File: src/rtl/maxnet_controller.sv
// Maxnet sequencing FSM: loads activations, strobes the PU result registers,
// feeds results back and stops once at most one neuron survives or the
// iteration limit is reached. Drives only mux selects and load enables.
//
// Handshake: start is a request sampled only in IDLE (ignored while busy);
// completion is a one-cycle done pulse, with timeout/winner/winner_valid/
// iter_count valid in that cycle. winner, winner_valid and iter_count hold
// until the next accepted start.
module maxnet_controller #(
  parameter int N        = 4,
  parameter int MAX_ITER = 64,
  parameter int ITER_W   = 7
) (
  input  logic              clk,
  input  logic              rst,
  input  logic              start,
  input  logic [N-1:0]      nz,
  output logic              sel_init,
  output logic              ld_a,
  output logic              result_signal,
  output logic              busy,
  output logic              done,
  output logic              timeout,
  output logic [N-1:0]      winner,
  output logic              winner_valid,
  output logic [ITER_W-1:0] iter_count,
  output logic [2:0]        dbg_state
);

  localparam logic [2:0] S_IDLE    = 3'd0;
  localparam logic [2:0] S_LOAD    = 3'd1;
  localparam logic [2:0] S_COMPUTE = 3'd2;
  localparam logic [2:0] S_CHECK   = 3'd3;
  localparam logic [2:0] S_UPDATE  = 3'd4;
  localparam logic [2:0] S_DONE    = 3'd5;

  localparam int POP_W = $clog2(N + 1);
  localparam logic [POP_W-1:0]  POP_ONE   = POP_W'(1);
  localparam logic [ITER_W-1:0] ITER_MAX  = ITER_W'(MAX_ITER);
  localparam logic [ITER_W-1:0] ITER_STEP = ITER_W'(1);

  logic [2:0]        state_q, state_d;
  logic [ITER_W-1:0] iter_q, iter_d;
  logic [N-1:0]      winner_q, winner_d;
  logic              winner_valid_q, winner_valid_d;
  logic              timeout_q, timeout_d;
  logic [POP_W-1:0]  pop;
  logic [ITER_W-1:0] iter_inc;

  // Count surviving neurons reported by the PU array.
  always_comb begin
    pop = '0;
    for (int i = 0; i < N; i++) begin
      pop = pop + POP_W'(nz[i]);
    end
  end

  // Iteration counter saturates at the limit so it can never wrap.
  assign iter_inc = (iter_q == ITER_MAX) ? iter_q : iter_q + ITER_STEP;

  // Next-state and result-register logic.
  always_comb begin
    state_d        = state_q;
    iter_d         = iter_q;
    winner_d       = winner_q;
    winner_valid_d = winner_valid_q;
    timeout_d      = timeout_q;
    case (state_q)
      S_IDLE: begin
        if (start) begin
          state_d        = S_LOAD;
          iter_d         = '0;
          winner_d       = '0;
          winner_valid_d = 1'b0;
          timeout_d      = 1'b0;
        end
      end
      S_LOAD:    state_d = S_COMPUTE;
      S_COMPUTE: state_d = S_CHECK;
      S_CHECK: begin
        iter_d = iter_inc;
        // Convergence is tested first so it wins over the limit.
        if (pop <= POP_ONE) begin
          state_d        = S_DONE;
          winner_d       = nz;
          winner_valid_d = (pop == POP_ONE);
          timeout_d      = 1'b0;
        end else if (iter_inc == ITER_MAX) begin
          state_d        = S_DONE;
          winner_d       = '0;
          winner_valid_d = 1'b0;
          timeout_d      = 1'b1;
        end else begin
          state_d = S_UPDATE;
        end
      end
      S_UPDATE:  state_d = S_COMPUTE;
      S_DONE:    state_d = S_IDLE;
      default:   state_d = S_IDLE;
    endcase
  end

  // State and result registers; reset aborts any run without a done pulse.
  always_ff @(posedge clk or negedge rst) begin
    if (!rst) begin
      state_q        <= S_IDLE;
      iter_q         <= '0;
      winner_q       <= '0;
      winner_valid_q <= 1'b0;
      timeout_q      <= 1'b0;
    end else begin
      state_q        <= state_d;
      iter_q         <= iter_d;
      winner_q       <= winner_d;
      winner_valid_q <= winner_valid_d;
      timeout_q      <= timeout_d;
    end
  end

  // Moore strobes decoded from the current state.
  assign sel_init      = (state_q == S_LOAD);
  assign ld_a          = (state_q == S_LOAD) || (state_q == S_UPDATE);
  assign result_signal = (state_q == S_COMPUTE);
  assign busy          = (state_q != S_IDLE);
  assign done          = (state_q == S_DONE);
  assign timeout       = timeout_q;
  assign winner        = winner_q;
  assign winner_valid  = winner_valid_q;
  assign iter_count    = iter_q;
  assign dbg_state     = state_q;

endmodule

File: config.mk
export PLATFORM = sky130hd
export DESIGN_NAME = maxnet_controller
export DESIGN_NICKNAME = d
export VERILOG_FILES = /design/src/rtl/maxnet_controller.sv
export SDC_FILE = /design/constraint.sdc
export NUM_CORES = 1
export LEC_CHECK = 0
export ABC_AREA = 1
export BUFFER_PORTS_ARGS = -buffer_cell sky130_fd_sc_hd__buf_4
export CORE_AREA = 3 3 48 50
export DETAILED_ROUTE_END_ITERATION = 8
export DIE_AREA = 0 0 51 53
export GPL_TIMING_DRIVEN = 0
export PLACE_DENSITY = 0.76
export SLEW_MARGIN = 40
export SYNTH_ARGS = -nofsm -noshare
export SYNTH_HDL_FRONTEND = slang
export SYNTH_SLANG_ARGS = --single-unit
File: constraint.sdc
create_clock -name clk -period 2.15 [get_ports clk]
set_input_delay 0.215 -clock clk [delete_from_list [all_inputs] [get_ports clk]]
set_output_delay 0.215 -clock clk [all_outputs]
set_load 0.05 [all_outputs]
* Word-level counts from Yosys, hierarchy flattened
Cells that the tools add are included.
** Storage, ports and cells
- Bits of input ports :: 7
- Word-level logic and storage cells :: 45
- Output and inout bits :: 21
- Bits in registers :: 16
** Operators by class
- Add/subtract/negate cells :: 4
- Mux-type cells :: 18
- Order comparisons :: 1
- Reductions and logical operators :: 7
- Equal/unequal tests :: 10
** Operator list (count)
- equality test 7 bit (second input constant) :: 2
- 2-to-1 mux 7 bit :: 2
- case mux 7 bit (2 select lines) :: 1
- 2-to-1 mux 4 bit :: 3
- case mux 3 bit (4 select lines) :: 1
- case mux 4 bit (2 select lines) :: 1
- adder 7 x 1 -> 7 bit (second input constant) :: 1
- 2-to-1 mux 1 bit :: 7
- equality test 3 x 1 -> 1 bit (second input constant) :: 2
- equality test 3 x 2 -> 1 bit (second input constant) :: 2
- equality test 3 bit (second input constant) :: 2
- case mux 1 bit (2 select lines) :: 2
- adder 2 x 1 -> 3 bit :: 1
- adder 3 x 1 -> 3 bit :: 1
- less-or-equal comparator 3 x 1 -> 1 bit (second input constant) :: 1
- logical NOT 3 bit :: 1
- 2-to-1 mux 3 bit :: 1
- != test 3 bit (second input constant) :: 1
- AND reduction 3 bit :: 1
- nonzero test 3 bit :: 1
- adder 1 x 1 -> 2 bit :: 1
- != test 2 bit (second input constant) :: 1
- AND reduction 2 bit :: 1
- nonzero test 2 bit :: 1
- other kinds (2) :: 2

* Logic depth before layout (Yosys ltp)
- Depth after elaboration :: 6
- Depth in mapped cells :: 12
- Gate-level depth less buffers :: 12

* Worst setup path after synthesis
OpenSTA, ideal clock, no wires.
- Kind :: reg-to-reg
- Start point :: register state_q[0] (netlist: dbg_state[0])
- End point :: register state_q[1] (netlist: dbg_state[1])
- Setup slack :: -438 ps
- Arrival time :: 2518 ps
- Cell stages (with the launch flop) :: 5
- Path buffers :: 0
- Clock period less this slack :: 2588 ps
- Data required time :: 2080 ps
- Library setup time :: 70 ps
- Cells stage by stage :: dfrtp_1 inv_1 or2_2 o21ai_0 or2_2
** On the way
- Longest elaborated chain between the ends :: 3
- Elaborated cells between the ends (all ways) :: 8
- Those cells by class :: eq/ne: 5; mux: 1; reduce/logical: 2
** RTL lines
- from (decl) :: RTL line 42 : logic [2:0] state_q, state_d;
- from (signal assigned) :: RTL line 112 : state_q <= state_d;
- equality test 3 x 1 -> 1 bit or equality test 3 bit (tied branches) :: RTL line 68 : case (state_q)
- OR reduction 2 bit (no source line)
- case mux 3 bit (4 select lines) :: RTL line 68
Parallel ways exist; a longest one is shown, timed or not.
A chain may end at the register's enable or synchronous reset.

* Worst setup path in the final report
- Start point :: register iter_q[0] (netlist: iter_count[0])
- End point :: register winner_q[1] (netlist: winner[1])
** On the way
- Longest elaborated chain between the ends :: 5
- Elaborated cells between the ends (all ways) :: 6
- Those cells by class :: add/sub: 1; eq/ne: 3; mux: 1; reduce/logical: 1
** RTL lines
- from (decl) :: RTL line 43 : logic [ITER_W-1:0] iter_q, iter_d;
- from (signal assigned) :: RTL line 113 : iter_q <= iter_d;
- adder 7 x 1 -> 7 bit or equality test 7 bit (tied branches) :: RTL line 59 : assign iter_inc = (iter_q == ITER_MAX) ? iter_q : iter_q + ITER_STEP;
- 2-to-1 mux 7 bit * :: RTL line 59
- equality test 7 bit * :: RTL line 88 : end else if (iter_inc == ITER_MAX) begin
- != test 3 bit (no source line) *
- AND reduction 3 bit (no source line) *
- to (signal assigned) :: RTL line 114 : winner_q <= winner_d;
- to (decl) :: RTL line 44 : logic [N-1:0] winner_q, winner_d;
Every way passes the cells marked *; elsewhere a longest branch is shown, timed or not.

==> results_dict.tcl <==
set metrics [dict create \
    status "finished clean" \
    cts_sinks 16 \
    final_layout_size_suffix_gt1_frac 0.354 \
    synthTopCellsByCount "nand2_1 (32), inv_1 (17), dfrtp_1 (16), nand4_1 (9)" \
    setup_violations 0 \
    syn-num-nets 139 \
    grt_pass1_vias 863 \
    num_antenna_cells 0 \
    setup_slack_ps 435 \
    r2r-end "winner[1]" \
    grt_usage 0.188 \
    critPathRequiredTime_ps 2340 \
    synth.distinct_cells 22 \
    rsz0062_at_grt "false" \
    syn_avg_cell_area_um2 8.25 \
    antenna_found_initial 0 \
    reg2reg_depth 11 \
    start_util 0.535 \
    die_h_um 53 \
    worst_pin_slew_ps 278 \
    crit_start "iter_count[0]" \
    cts_hold_buf 1 \
    synthCells 126 \
    critPathCapture "winner[1]" \
    fill_cells 169 \
    hold_viol 0 \
    cp_max_fo 8 \
    area_delta_synth_final_pct 27.6 \
    worstReg2RegStart "iter_count[0]" \
    yosys_warnings 0 \
    synthFlopType "dfrtp_1" \
    ioPinCount 28 \
    dp_hpwl_mm 1.76 \
    num_vias 935 \
    yosysTopAreaCellShare 0.385 \
    maxSlewViolCount 0 \
    gr-total-overflow 0 \
    finalCritPeriodShare 0.798 \
    cts-buffers-inserted 3 \
    synthMostInstantiatedCell "nand2_1" \
    drc 0 \
    clk_latency_ps 300 \
    max_slew_margin 0.814 \
    drv_cap 0 \
    cts_resized 0 \
    cts_root_buf "clkbuf_4" \
    pre_cts_slack_ps 318 \
    hold_path_class "input pin to flop" \
    final_util 0.683 \
    clock.fmax_mhz 583 \
    htree_levels 1 \
    gp_congestion 0.898 \
    synth-seq-cells 16 \
    first_pass_iters 4 \
    routed_wl_mm 2.26 \
    rows 16 \
    yosysSeqAreaShare 0.385 \
    cp-end-kind "flop" \
    fin_worst_skew_ps 4.66 \
    synth_edf_count 0 \
    dieArea_um2 2700 \
    synthArstFlopShare 1.00 \
    nets 172 \
    drt_iter0_drc 17 \
    reg2reg_setup_slack_ps 440 \
    postRouteAntennaNets 0 \
    syn-cell-area_um2 1040 \
    crit_type "flop to flop" \
    fin_crit_ps 1710 \
    yosysTopAreaCell "dfrtp_1" \
    core_area_um2 1940 \
    clockBufferDepth 2 \
    synth_area_leaders "dfrtp_1 (39%), nand2_1 (12%), inv_1 (6.1%)" \
    cts_tree "built" \
    clkSlewWorstSetupHoldPaths_ps 90 \
    portBuffers 27 \
    post_cts_buffers 0 \
    grt_pass1_wl_mm 3.78 \
    wl_per_cell_um 12.2 \
    die_w_um 51 \
    detail_route.vias_per_cell 5.05 \
    crit_arrival_ps 1910 \
    final.setup.tns_ps 0 \
    grt_max_degree 17 \
    startpoint_type "flop" \
]
[placed cells by master, fill, tap and decap left out, types with 2 or more instances in the layout]
cell type,count
nand2_1,32
buf_4,27
inv_1,17
dfrtp_1,16
nand4_1,9
nor2_1,6
nand3_1,6
nand3_2,5
ha_1,5
nand2_2,4
o21ai_0,4
or2_2,3
nor2_4,3
nor2_2,3
o22ai_1,3
clkbuf_4,3
inv_2,2
[cell type report]
cell class,instances,area [µm²],share of cell area
multi-input combinational,89,556,0.419
sequential,16,400,0.302
timing repair buffer,28,213,0.160
inverter,20,76.3,0.0575
clock buffer,4,36.3,0.0274
tap,27,33.8,0.0255
buffer,1,11.3,0.00849
[registers in the layout (all words and copies together), names as in the netlist]
register	flops
iter_count	7
winner	4
dbg_state	3
timeout	1
winner_valid	1
[cells by family (layout without fill, tap and decap cells)]
| group | after synthesis | count (layout) | synth area share |
|---|---|---|---|
| AOI/OAI and AO/OA | 8 | 8 | 0.0421 |
| xor gates and xnor gates | 2 | 2 | 0.0241 |
| adders and majority gates | 6 | 6 | 0.0794 |
| buffers and inverters | 21 | 53 | 0.0842 |
| DFF | 16 | 16 | 0.385 |
| and+or+nand+nor | 73 | 73 | 0.385 |
[worst min-delay path by stage]
| stage | slack [ps] | cells past startpoint | startpoint | end |
|---|---|---|---|---|
| 5_1_grt | 130 | 3 | nz[0] | winner[0] |
| 2_1_floorplan | -80 | 0 | rst | dbg_state[0] |
| 4_1_cts | 130 | 3 | nz[0] | winner[0] |
| 6_report | 120 | 3 | nz[0] | winner[0] |
| 3_5_place_dp | 90 | 1 | rst | dbg_state[1] |
| 3_3_place_gp | 80 | 1 | rst | dbg_state[1] |
[per-layer routing]
layer | global-route usage | up-vias | share of wire
met5 | 0 | - | 0
met4 | 0.0807 | 0 | 0.017
met3 | 0.0254 | 6 | 0.028
met2 | 0.337 | 17 | 0.51
met1 | 0.224 | 442 | 0.45
li1 | - | 470 | -
[worst max-delay path, cell delays in order (launching register included)]
cell and delay [ps]:
dfrtp_1 460, inv_1 120, ha_1 150, nand2_1 50, inv_1 100, nand3_2 100
nand2_1 130, nand2_2 70, nor2_2 150, nand3_4 130, nand4_1 100, nand2_1 60
[metrics by stage]
step	hold WS, ps	std cells	instance area [µm²]
floorplan	-80.6	126	1040
global placement	83.3	180	1280
detailed placement	88.2	180	1280
CTS	127	185	1330
global route	132	185	1330
finish	125	185	1330
Power is left out: the tool's default activity adds up to more than one toggle a clock period on the data nets, which glitch-free logic cannot reach.
